File: config.mk
export PLATFORM = sky130hd
export DESIGN_NAME = program_memory_flat
export DESIGN_NICKNAME = d
export VERILOG_FILES = /design/src/rtl/progmem_pkg.sv /design/src/rtl/program_memory_if.sv /design/src/rtl/progmem_ram.sv /design/src/rtl/program_memory.sv /design/src/flat_wrapper.sv
export SDC_FILE = /design/constraint.sdc
export NUM_CORES = 1
export LEC_CHECK = 0
export CORE_AREA = 2 2 132 198
export CTS_CLUSTER_SIZE = 24
export DETAILED_ROUTE_END_ITERATION = 7
export DIE_AREA = 0 0 134 200
export PLACE_DENSITY = 0.7
export SYNTH_ARGS = -nofsm -noshare
export SYNTH_HDL_FRONTEND = slang
export SYNTH_SLANG_ARGS = --single-unit
export TNS_END_PERCENT = 1
File: constraint.sdc
create_clock -name clk -period 3.4 [get_ports clk]
set_clock_uncertainty 0.15 [all_clocks]
set_input_delay 0.34 -clock clk [delete_from_list [all_inputs] [get_ports clk]]
set_output_delay 0.34 -clock clk [all_outputs]
set_load 0.02 [all_outputs]
File: src/rtl/progmem_pkg.sv
// Shared types and constants for the loadable program memory.
// Optional parity storage is enabled with the PROGMEM_PARITY_EN macro.
package progmem_pkg;

  typedef enum logic [1:0] {
    CLEAR = 2'd0,
    RUN   = 2'd1,
    LOAD  = 2'd2
  } state_e;

  localparam logic [15:0] NOP_WORD_DEFAULT = 16'h0000;

  // Opcode field values (top nibble of an instruction word)
  localparam logic [3:0] OP_LOAD_IMM = 4'b0001;
  localparam logic [3:0] OP_JMP      = 4'b1000;
  localparam logic [3:0] OP_OUT      = 4'b1111;

endpackage

File: src/rtl/program_memory_if.sv
// Fetch and loader bus of the program memory. The parity_err signal exists only
// when PROGMEM_PARITY_EN is defined.
interface program_memory_if #(
  parameter int INST_W = 16,
  parameter int ADDR_W = 4
) ();
  // Loader handshake: a word transfers on every rising edge where load_valid
  // and load_ready are both high; load_last is only looked at on such a transfer.
  logic              fetch_en;
  logic [ADDR_W-1:0] fetch_addr;
  logic [INST_W-1:0] fetch_inst;
  logic              fetch_valid;
  logic              busy;
  logic              load_start;
  logic              load_valid;
  logic [INST_W-1:0] load_data;
  logic              load_last;
  logic              load_ready;
  logic              load_done;
`ifdef PROGMEM_PARITY_EN
  logic              parity_err;
`endif

  modport master (
    output fetch_en, fetch_addr, load_start, load_valid, load_data, load_last,
    input  fetch_inst, fetch_valid, busy, load_ready, load_done
`ifdef PROGMEM_PARITY_EN
    , input parity_err
`endif
  );

  modport slave (
    input  fetch_en, fetch_addr, load_start, load_valid, load_data, load_last,
    output fetch_inst, fetch_valid, busy, load_ready, load_done
`ifdef PROGMEM_PARITY_EN
    , output parity_err
`endif
  );

endinterface

File: src/rtl/progmem_ram.sv
// Simple dual-port word array: one write port, one registered read port.
// The array itself has no reset; the owner clears it explicitly.
module progmem_ram #(
  parameter int W      = 16,
  parameter int ADDR_W = 4
) (
  input  logic              clk,
  input  logic              we,
  input  logic [ADDR_W-1:0] waddr,
  input  logic [W-1:0]      wdata,
  input  logic              re,
  input  logic [ADDR_W-1:0] raddr,
  output logic [W-1:0]      rdata
);
  localparam int DEPTH = 1 << ADDR_W;

  logic [W-1:0] mem_q [DEPTH];
  logic [W-1:0] rdata_q;

  // Read data holds when re is low, which gives the fetch port its hold behaviour.
  always_ff @(posedge clk) begin
    if (we) mem_q[waddr] <= wdata;
    if (re) rdata_q <= mem_q[raddr];
  end

  assign rdata = rdata_q;

endmodule

File: src/rtl/program_memory.sv
// Loadable instruction memory: self-clear after reset, registered fetch port,
// valid/ready program loader. PROGMEM_PARITY_EN adds a stored even-parity bit.
module program_memory
  import progmem_pkg::*;
#(
  parameter int                INST_W   = 16,
  parameter int                ADDR_W   = 4,
  parameter logic [INST_W-1:0] NOP_WORD = INST_W'(NOP_WORD_DEFAULT)
) (
  input  logic                   clk,
  input  logic                   rst_n,
  program_memory_if.slave        bus,
  output state_e                 dbg_state
);
`ifdef PROGMEM_PARITY_EN
  localparam int PAR_W = 1;
`else
  localparam int PAR_W = 0;
`endif
  localparam int RAM_W = INST_W + PAR_W;
  localparam logic [ADDR_W-1:0] LAST_ADDR = {ADDR_W{1'b1}};

  state_e            state_q, state_d;
  logic [ADDR_W-1:0] clr_ptr_q, clr_ptr_d;
  logic [ADDR_W-1:0] wr_ptr_q, wr_ptr_d;
  logic              fetch_valid_q, fetch_valid_d;
  logic              nop_q, nop_d;
  logic              load_done_q, load_done_d;

  logic              ram_we;
  logic [ADDR_W-1:0] ram_waddr;
  logic [INST_W-1:0] ram_wdata_inst;
  logic [RAM_W-1:0]  ram_wdata;
  logic              ram_re;
  logic [RAM_W-1:0]  ram_rdata;

  // Reads only happen in RUN and writes only in CLEAR/LOAD, so the ports never collide.
  assign ram_re = (state_q == RUN) && bus.fetch_en;

  always_comb begin
    state_d        = state_q;
    clr_ptr_d      = clr_ptr_q;
    wr_ptr_d       = wr_ptr_q;
    load_done_d    = 1'b0;
    ram_we         = 1'b0;
    ram_waddr      = clr_ptr_q;
    ram_wdata_inst = NOP_WORD;
    case (state_q)
      CLEAR: begin
        ram_we    = 1'b1;
        clr_ptr_d = clr_ptr_q + ADDR_W'(1);
        if (clr_ptr_q == LAST_ADDR) state_d = RUN;
      end
      RUN: begin
        if (bus.load_start) begin
          state_d  = LOAD;
          wr_ptr_d = '0;
        end
      end
      LOAD: begin
        if (bus.load_valid) begin
          ram_we         = 1'b1;
          ram_waddr      = wr_ptr_q;
          ram_wdata_inst = bus.load_data;
          wr_ptr_d       = wr_ptr_q + ADDR_W'(1);
          // The pointer never wraps: a write at the last address ends the load.
          if (bus.load_last || (wr_ptr_q == LAST_ADDR)) begin
            state_d     = RUN;
            load_done_d = 1'b1;
          end
        end
      end
      default: state_d = CLEAR;
    endcase
    fetch_valid_d = ram_re;
    // Output shows NOP_WORD while stalled, and keeps showing it until the next real fetch.
    nop_d = !ram_re && ((state_d != RUN) || nop_q);
  end

  always_ff @(posedge clk or negedge rst_n) begin
    if (!rst_n) begin
      state_q       <= CLEAR;
      clr_ptr_q     <= '0;
      wr_ptr_q      <= '0;
      fetch_valid_q <= 1'b0;
      nop_q         <= 1'b1;
      load_done_q   <= 1'b0;
    end else begin
      state_q       <= state_d;
      clr_ptr_q     <= clr_ptr_d;
      wr_ptr_q      <= wr_ptr_d;
      fetch_valid_q <= fetch_valid_d;
      nop_q         <= nop_d;
      load_done_q   <= load_done_d;
    end
  end

`ifdef PROGMEM_PARITY_EN
  assign ram_wdata      = {^ram_wdata_inst, ram_wdata_inst};
  assign bus.parity_err = fetch_valid_q && ((^ram_rdata[INST_W-1:0]) != ram_rdata[INST_W]);
`else
  assign ram_wdata      = ram_wdata_inst;
`endif

  progmem_ram #(
    .W      (RAM_W),
    .ADDR_W (ADDR_W)
  ) u_ram (
    .clk   (clk),
    .we    (ram_we),
    .waddr (ram_waddr),
    .wdata (ram_wdata),
    .re    (ram_re),
    .raddr (bus.fetch_addr),
    .rdata (ram_rdata)
  );

  assign bus.fetch_inst  = nop_q ? NOP_WORD : ram_rdata[INST_W-1:0];
  assign bus.fetch_valid = fetch_valid_q;
  assign bus.busy        = (state_q != RUN);
  assign bus.load_ready  = (state_q == LOAD);
  assign bus.load_done   = load_done_q;
  assign dbg_state       = state_q;

endmodule

File: src/flat_wrapper.sv
// flat-port wrapper written by rule: the top's interface ports become plain ports
module program_memory_flat import progmem_pkg::*;
#(
  parameter int                INST_W   = 16,
  parameter int                ADDR_W   = 4,
  parameter logic [INST_W-1:0] NOP_WORD = INST_W'(NOP_WORD_DEFAULT)
)
  (clk, rst_n, dbg_state, bus_fetch_en, bus_fetch_addr, bus_load_start, bus_load_valid, bus_load_data, bus_load_last, bus_fetch_inst, bus_fetch_valid, bus_busy, bus_load_ready, bus_load_done);
  program_memory_if #(.INST_W(INST_W), .ADDR_W(ADDR_W)) bus_i ();
  input  logic clk;
  input  logic rst_n;
  output state_e dbg_state;
  input wire logic [$bits(bus_i.fetch_en)-1:0] bus_fetch_en;
  input wire logic [$bits(bus_i.fetch_addr)-1:0] bus_fetch_addr;
  input wire logic [$bits(bus_i.load_start)-1:0] bus_load_start;
  input wire logic [$bits(bus_i.load_valid)-1:0] bus_load_valid;
  input wire logic [$bits(bus_i.load_data)-1:0] bus_load_data;
  input wire logic [$bits(bus_i.load_last)-1:0] bus_load_last;
  output wire logic [$bits(bus_i.fetch_inst)-1:0] bus_fetch_inst;
  output wire logic [$bits(bus_i.fetch_valid)-1:0] bus_fetch_valid;
  output wire logic [$bits(bus_i.busy)-1:0] bus_busy;
  output wire logic [$bits(bus_i.load_ready)-1:0] bus_load_ready;
  output wire logic [$bits(bus_i.load_done)-1:0] bus_load_done;
  assign bus_i.fetch_en = bus_fetch_en;
  assign bus_i.fetch_addr = bus_fetch_addr;
  assign bus_i.load_start = bus_load_start;
  assign bus_i.load_valid = bus_load_valid;
  assign bus_i.load_data = bus_load_data;
  assign bus_i.load_last = bus_load_last;
  assign bus_fetch_inst = bus_i.fetch_inst;
  assign bus_fetch_valid = bus_i.fetch_valid;
  assign bus_busy = bus_i.busy;
  assign bus_load_ready = bus_i.load_ready;
  assign bus_load_done = bus_i.load_done;
  program_memory #(.INST_W(INST_W), .ADDR_W(ADDR_W), .NOP_WORD(NOP_WORD)) u_core (.clk(clk), .rst_n(rst_n), .bus(bus_i), .dbg_state(dbg_state));
endmodule
* Word level (Yosys, flattened, before mapping) *
Memories as Yosys holds them, arrays and structs flattened. A register that Yosys moved wholly into a read port is not among the register bits.
Index checks and enable logic that the tools add are counted.

storage, ports and cells
  input port bits = 26
  word-level logic and storage cells = 45
  memory bits (writable) = 256
  memories kept = 1
  flip-flop bits (word level) = 13
  output and inout port bits = 22

cells by class
  muxes and demuxes = 20
  add/subtract/negate cells = 2
  reductions and logical operators = 8
  equality and inequality tests = 8

memories
  memory              words  width  read ports  clocked after Yosys merged registers in  write ports  line               source
  u_core.u_ram.mem_q  16     16     1           1                                        1            progmem_ram.sv:17  logic [W-1:0] mem_q [DEPTH];

operators by type and width
  operator                                             count
  2-to-1 mux 16 bit                                    3
  2-to-1 mux 4 bit                                     4
  adder 4 x 1 -> 4 bit, second input constant          2
  equality test 4 bit, second input constant           2
  2-to-1 mux 2 bit                                     4
  one-hot mux 4 bit (2 select lines)                   1
  2-to-1 mux 1 bit                                     6
  one-hot mux 2 bit (3 select lines)                   1
  != test 2 x 1 -> 1 bit, second input constant        2
  != test 2 bit, second input constant                 2
  AND reduction 3 bit                                  1
  equality test 2 x 1 -> 1 bit, second input constant  1
  equality test 2 bit, second input constant           1
  logical AND 1 bit                                    2
  logical NOT 2 bit                                    1
  logical OR 1 bit                                     2
  one-hot mux 1 bit (2 select lines)                   1
  nonzero test 2 bit                                   1
  logical NOT 1 bit                                    1

* Logic depth before layout (Yosys ltp) *
Gate-level depths: netlist (run 1).

  word-level depth = 8
  mapped depth = 7
  mapped depth without buffers = 5

* Modules after synthesis *
A second synthesis (run 1) with hierarchy kept.

second synthesis, totals
  cell total of the unflattened synthesis = 529
  area total of the unflattened synthesis = 11088.1 sq um

by module, submodules not included
  module          sequential area each (sq um)  area an instance (sq um)  instances  cells each
  progmem_ram     8167.8                        10203.5                   1          432
  program_memory  326.6                         884.6                     1          97

* Worst setup path after synthesis (run 1) *
No wires, ideal clock.

  path type = register to register
  from = register u_core.state_q[0] (netlist: u_core.dbg_state[0])
  to = memory u_core.u_ram.mem_q[11][0], enable pin
  required time = 2862 ps
  stages on the path, launching flop included = 6
  path buffers = 1
  slack = 866 ps
  library setup time = 388 ps
  arrival = 1995 ps
  period minus slack after synthesis = 2534 ps
  path through = dfrtp_1 -> buf_2 -> nand3b_1 -> mux2_2 -> nand2_1 -> nor2_1

between the ends
  word-level cells in the longest chain between the ends = 4
  elaborated cells between the ends (all ways) = 6
  classes of those cells = eq/ne: 1; mux: 4; reduce/logical: 1

RTL lines
  element                                                          line                  source
  start: declaration                                               program_memory.sv:23  state_e state_q, state_d;
  start signal: assignment                                         program_memory.sv:89  state_q <= state_d;
  equality test 2 bit / logical NOT 2 bit (equally long branches)  program_memory.sv:48  case (state_q)
  one-hot mux 1 bit (2 select lines)                               program_memory.sv:48
  2-to-1 mux 1 bit                                                 progmem_ram.sv:22     if (we) mem_q[waddr] <= wdata;
  2-to-1 mux 1 bit (not written as such)                           progmem_ram.sv:22
  end: declaration                                                 progmem_ram.sv:17

Parallel ways exist; a longest one is shown, timed or not.

* Final worst setup path (run 1) *
  from = register u_core.state_q[0] (netlist: u_core.dbg_state[0])
  to = output bus_busy

between the ends
  word-level cells in the longest chain between the ends = 1

RTL lines
  element                 line                   source
  != test 2 x 1 -> 1 bit  program_memory.sv:120  assign bus.busy = (state_q != RUN);
  end: declaration        flat_wrapper.sv:21     output wire logic [$bits(bus_i.busy)-1:0] bus_busy;

Every way passes these cells.

==> results of run 1 <==
-- kinds of logic (layout without fill, tap and decap cells) --
| logic type | after synthesis | count (layout) | synth area share (%) |
|---|---|---|---|
| muxes | 67 | 67 | 13.6 |
| buffers and inverters | 33 | 127 | 1.68 |
| AOI/OAI and AO/OA | 49 | 49 | 3.06 |
| DFF | 285 | 285 | 76.6 |
| xor gates and xnor gates | 5 | 5 | 0.395 |
| adders and majority gates | 2 | 2 | 0.226 |
| and+or+nand+nor | 96 | 96 | 4.45 |
-- cell type report --
type | count | area (sq um)
Sequential cell | 285 | 8490
Timing Repair Buffer | 76 | 706
Fill cell | 1911 | 12100
Inverter | 6 | 22.5
Clock inverter | 12 | 82.6
Tap cell | 328 | 410
Multi-Input combinational cell | 219 | 2410
Clock buffer | 33 | 686
-- through the flow --
stage | cells | area [sq um] | power (mW) | setup slack [ps] | utilization, %
6_report | 959 | 12800 | 8.93 | 706 | 51.3
5_1_grt | 959 | 12800 | 9.25 | 518 | 51.3
4_1_cts | 959 | 12800 | 8.98 | 663 | 51.3
3_5_place_dp | 914 | 12000 | 6.35 | 694 | 48.3
3_3_place_gp | 914 | 12000 | 6.27 | 829 | 48.3
2_1_floorplan | 537 | 11100 | 5.69 | 866 | -
-- power groups by stage --
stage | registers [mW] | clock network, mW | logic (mW)
6_report | 4.79 | 2.67 | 1.47
5_1_grt | 4.84 | 2.83 | 1.58
4_1_cts | 4.79 | 2.70 | 1.49
3_5_place_dp | 4.86 | 0 | 1.49
3_3_place_gp | 4.81 | 0 | 1.45
2_1_floorplan | 4.78 | 0 | 0.915
-- critical path, stage by stage (launching register included) --
cell             delay (ps)
dfrtp_1                 550
nor2b_1                 510
inv_1                    80
clkdlybuf4s50_1         550
-- Yosys cell counts (all sizes together) --
master	count	share of area, %
nor3b	2	0.14
nor2	20	0.68
xor2	1	0.079
nor3	1	0.045
a31oi	5	0.28
dfstp	1	0.24
or2	1	0.056
nand2b	1	0.056
o22ai	1	0.056
nor2b	21	1.2
ha	2	0.23
nand3	2	0.090
nand3b	2	0.14
a21oi	6	0.27
inv	6	0.20
buf	20	1.2
clkbuf	7	0.27
edfxtp	272	74
nand4	2	0.11
mux4	64	13
o21ai	3	0.14
xnor2	4	0.32
mux2	2	0.20
nand2	24	0.81
and3	1	0.056
a22oi	32	2.2
and2	18	1.0
a211oi	1	0.068
mux2i	1	0.090
and3b	1	0.079
dfrtp	12	2.7
a32oi	1	0.079
-- state kept, by name (all words and copies together), names as in the netlist --
signal	count
u_core.bus.fetch_valid	1
u_core.wr_ptr_q	4
u_core.clr_ptr_q	4
u_core.bus.load_done	1
u_core.dbg_state	2
u_core.nop_q	1
u_core.u_ram.mem_q	256
u_core.u_ram.rdata	16
-- worst paths after layout --
path / from / end / slack [ps] / cells after the start
max: u_core.dbg_state[0]$_DFF_PN0_ / bus_busy / 710 / 3
min: rst_n / u_core.bus.load_done$_DFF_PN0_ / 140 / 1
max reg2reg: u_core.dbg_state[1]$_DFF_PN0_ / u_core.u_ram.mem_q[4][10]$_DFFE_PP_ / 1030 / 3
min reg2reg: u_core.clr_ptr_q[0]$_DFFE_PN0P_ / u_core.clr_ptr_q[0]$_DFFE_PN0P_ / 420 / 1
max in group asynchronous: rst_n / u_core.bus.fetch_valid$_DFF_PN0_ / 2460 / 1
min in group clk: bus_load_start / u_core.wr_ptr_q[2]$_DFFE_PN0P_ / 340 / 2
-- per-layer routing --
layer | up-vias | track usage (%) | part of all wire [%]
met2 | 189 | 31.9 | 53
met3 | 39 | 1.92 | 4.9
met4 | 0 | 7.88 | 4.1
met1 | 2756 | 22.4 | 38
li1 | 2338 | - | -
met5 | - | 0 | 0
==> flow_summary_export.csv, run 1 <==
group,metric,value,unit
cells_and_area,fin_nets,641,
route,ant_nets,0,
route,dr.pass1.iters,4,
clock_network,cts.path.max_buffers,3,
clock_network,numClockSinks,285,
power_and_ir_drop,vdd_drop_max,0.395,mV
floorplan,io_pins,48,
logic_synthesis,synth_seq_cells,285,
grt,grt_pass1_vias,5588,
clock_network,numCtsBuffers,25,
min_path,hold_path.class,"input pin to async pin",
route,dr_total_vias,5322,
timing,slew_headroom,46.3,%
timing,tightest_slew,804,ps
route,drc,0,
cells_and_area,final_common_cell,"edfxtp_1",
flow_run,drv_cap,0,
logic_synthesis,syn_inst,537,
power_and_ir_drop,leakagePower,4.23,nW
logic_synthesis,synth_cell_type_count,37,
clock_network,postCtsSetupBuffers,0,
floorplan,rows,71,
timing,setup_violations,0,
power_and_ir_drop,combPwrFrac,16.4,%
power_and_ir_drop,internal_power,6.61,mW
clock_network,cts_tree,"built",
route,routedWlPerCell,24.5,microns
timing,whs,141,ps
timing,fmax,371,MHz
floorplan,dieWidth,134,microns
floorplan,core,25000,sq um
floorplan,fp.dieArea,26800,sq um
cells_and_area,drive_gt1_share,19.5,%
timing,fin_crit_sh,79.2,%
logic_synthesis,yosysWarningCount,0,
worst_setup_path,crit_fanout,11,
logic_synthesis,postSynthAreaPerCell,20.7,sq um
logic_synthesis,synthesis.nets,565,
grt,grt_start_max_net_pins,65,
grt,grt.total_usage,17.9,%
route,drt-initial-drc-count,450,
timing,drv_slew,0,
clock_network,htreeDepth,1,
placement,gp_congestion,0.795,
logic_synthesis,synth_area,11100,sq um
placement,hpwlAfterDp,14900,microns
clock_network,path_clk_slew,70,ps
grt,antenna_found_initial,0,
grt,gr-total-overflow,0,
worst_setup_path,critPathArrivalTime,2200,ps
floorplan,dieHeight,200,microns
worst_setup_path,worst-endpoint-required,2910,ps
power_and_ir_drop,p_sw,2.31,mW
grt,grt_pass1_wl,34800,microns
worst_setup_path,critPathLaunchType,"register",
run_status,status,"completed",
clock_network,cts_hold_buf,0,
power_and_ir_drop,p_per_area,697,nW/um^2
cells_and_area,area_growth,15.5,%
route,vias_per_cell,5.55,
power_and_ir_drop,pwr-share-seq,53.6,%
logic_synthesis,ys_seq_area_share,76.6,%
clock_network,worstSkewPairLatency,510,ps
clock_network,cts-resized-gates,0,
route,wirelength,23500,microns
timing,period_minus_slack,2690,ps
floorplan,initial_core_util,44.4,%
placement,port_buffers,47,
cells_and_area,diodes,0,
power_and_ir_drop,pwr-share-clk,30.0,%
timing,hold_violations,0,
worst_setup_path,end_kind,"output port",
clock_network,cts_root_buf,"clkbuf_16",
cells_and_area,most-common-layout-cells,"272 x edfxtp_1, 54 x mux4_2, 45 x clkdlybuf4s50_1",
timing,rsz0062_at_grt,"no",
timing,fin_setup_tns,0,ps
power_and_ir_drop,switching_share,25.9,%
worst_setup_path,critical_path_class,"register to output port",
(Power assumes the default switching activity.)
==> run 2, diff against run 1 <==
- PLACE_DENSITY: 0.7 -> 0.73
- clock period: 3.4 -> 2.4 ns (I/O delays scaled with it)
==> flow_summary_export.csv, run 2 (synthesis gave the netlist of run 1 again) <==
group,metric,value,unit
route,wirelength,21400,microns
timing,fin_crit_sh,96.2,%
grt,grt.total_usage,16.3,%
grt,grt_pass1_wl,33300,microns
clock_network,cts.path.max_buffers,3,
worst_setup_path,worst-endpoint-required,2010,ps
power_and_ir_drop,leakagePower,4.37,nW
power_and_ir_drop,vdd_drop_max,0.665,mV
floorplan,rows,71,
worst_setup_path,crit_slowest_cell,"clkdlybuf4s50_1",
clock_network,cts_tree,"built",
timing,setup_violations,0,
worst_setup_path,cp_top_family,"buffers and inverters",
floorplan,io_pins,48,
floorplan,fp.dieArea,26800,sq um
timing,fin_setup_tns,0,ps
cells_and_area,regMostFlops,"u_core.u_ram.mem_q",
clock_network,postCtsSetupBuffers,0,
route,met3_length,1130,microns
cells_and_area,drive_gt1_share,22.3,%
grt,antenna_found_initial,0,
cells_and_area,largest_register_ff_count,256,
cells_and_area,fin_nets,658,
floorplan,dieHeight,200,microns
clock_network,path_clk_slew,60,ps
route,drt-initial-drc-count,501,
clock_network,numClockSinks,285,
placement,gp_congestion,0.800,
timing,rsz0062_at_grt,"no",
run_status,status,"completed",
timing,drv_slew,0,
timing,hold_violations,0,
worst_setup_path,end_kind,"output port",
worst_setup_path,rrSetupSlack,300,ps
route,dr_total_vias,5403,
clock_network,cts_root_buf,"clkbuf_16",
worst_setup_path,critical_path_class,"register to output port",
worst_setup_path,crit_buf_inv,1,
worst_setup_path,cpPeakStageDelay,640,ps
grt,grt_start_max_net_pins,65,
route,wl_met2,11500,microns
route,dr.pass1.iters,4,
min_path,hold_path.class,"input pin to register",
route,vias_per_cell,5.55,
clock_network,htreeDepth,1,
route,routedWlPerCell,22.0,microns
cells_and_area,most-common-layout-cells,"272 x edfxtp_1, 54 x mux4_2, 44 x clkdlybuf4s50_1",
grt,grt_pass1_vias,5678,
cells_and_area,final_common_cell,"edfxtp_1",
worst_setup_path,crit_path_cell_trace,"nor2b_1 > clkdlybuf4s50_1",
route,ant_nets,0,
timing,tightest_slew,1270,ps
cells_and_area,diodes,0,
placement,hpwlAfterDp,14200,microns
cells_and_area,final_cells,974,
timing,fmax,433,MHz
floorplan,initial_core_util,44.4,%
placement,port_buffers,47,
grt,gr-total-overflow,0,
power_and_ir_drop,p_per_area,979,nW/um^2
worst_setup_path,critPathLaunchType,"register",
worst_setup_path,critPathArrivalTime,1920,ps
route,drc,0,
floorplan,core,25000,sq um
route,top_layer,"met4",
clock_network,numCtsBuffers,24,
timing,slew_headroom,15.0,%
flow_run,drv_cap,0,
placement,dp_cells,931,
cells_and_area,area_growth,18.1,%
timing,period_minus_slack,2310,ps
worst_setup_path,crit_fanout,17,
clock_network,worstSkewPairLatency,520,ps
route,wl_met1,8390,microns
floorplan,dieWidth,134,microns
run 2: cell count changes in the layout (fill, tap and decap cells not counted), sizes merged:
cell,delta
clkinvlp,-1
dlymetal6s2s,+1
dlygate4sd3,+1
clkdlybuf4s50,-1
buf,+17
clkinv,-4
clkbuf,+2
run 2: where the power goes:
group          switching [mW]  total (mW)  internal (mW)
registers               0.303        6.78           6.47
logic                    1.28        2.19          0.915
clock network            1.63        3.86           2.23
total                    3.21        12.8           9.62
run 2: path summary, 6_finish.rpt:
kind / start / to / cells past startpoint
worst min register to register: u_core.clr_ptr_q[0]$_DFFE_PN0P_ / u_core.clr_ptr_q[0]$_DFFE_PN0P_ / 1
worst max register to register: u_core.dbg_state[0]$_DFF_PN0_ / u_core.u_ram.mem_q[9][6]$_DFFE_PP_ / 5
worst max-delay path: u_core.nop_q$_DFF_PN1_ / bus_fetch_inst[5] / 2
max in group asynchronous: rst_n / u_core.dbg_state[1]$_DFF_PN0_ / 2
min in group asynchronous: rst_n / u_core.clr_ptr_q[1]$_DFFE_PN0P_ / 2
worst min-delay path: bus_load_start / u_core.wr_ptr_q[3]$_DFFE_PN0P_ / 2
run 2: cell type report:
cell class,instances,area (sq um)
clock buffer,35,736
clock inverter,7,61.3
fill,1840,11900
inverter,6,22.5
multi-input combinational,219,2410
sequential,285,8500
tap,328,410
timing repair buffer,94,958
run 2: repair_timing:
item / in CTS / in global routing
hold buffers: 1 / 0
pin swaps: 0 / 0
endpoints found under the hold margin: 12 / 0
endpoints found under the setup margin: 2 / 1
resized for setup: 3 / 1
run 2: metrics by stage:
step	hold slack (ps)	total power, mW	setup WS, ps	util, %	instance area (sq um)
after floorplan	-206	8.06	-134	-	11100
after global placement	381	8.96	101	49.2	12300
after detailed placement	407	9.09	-11.6	49.2	12300
after CTS	221	12.9	8.98	52.5	13100
after global routing	250	13.3	30.5	52.5	13100
final	235	12.8	91.0	52.5	13100
run 2: routing by layer:
metal,track usage [%],vias up
met5,0,-
met4,4.93,0
met3,1.97,24
met2,29.3,191
met1,20.9,2818
li1,-,2370
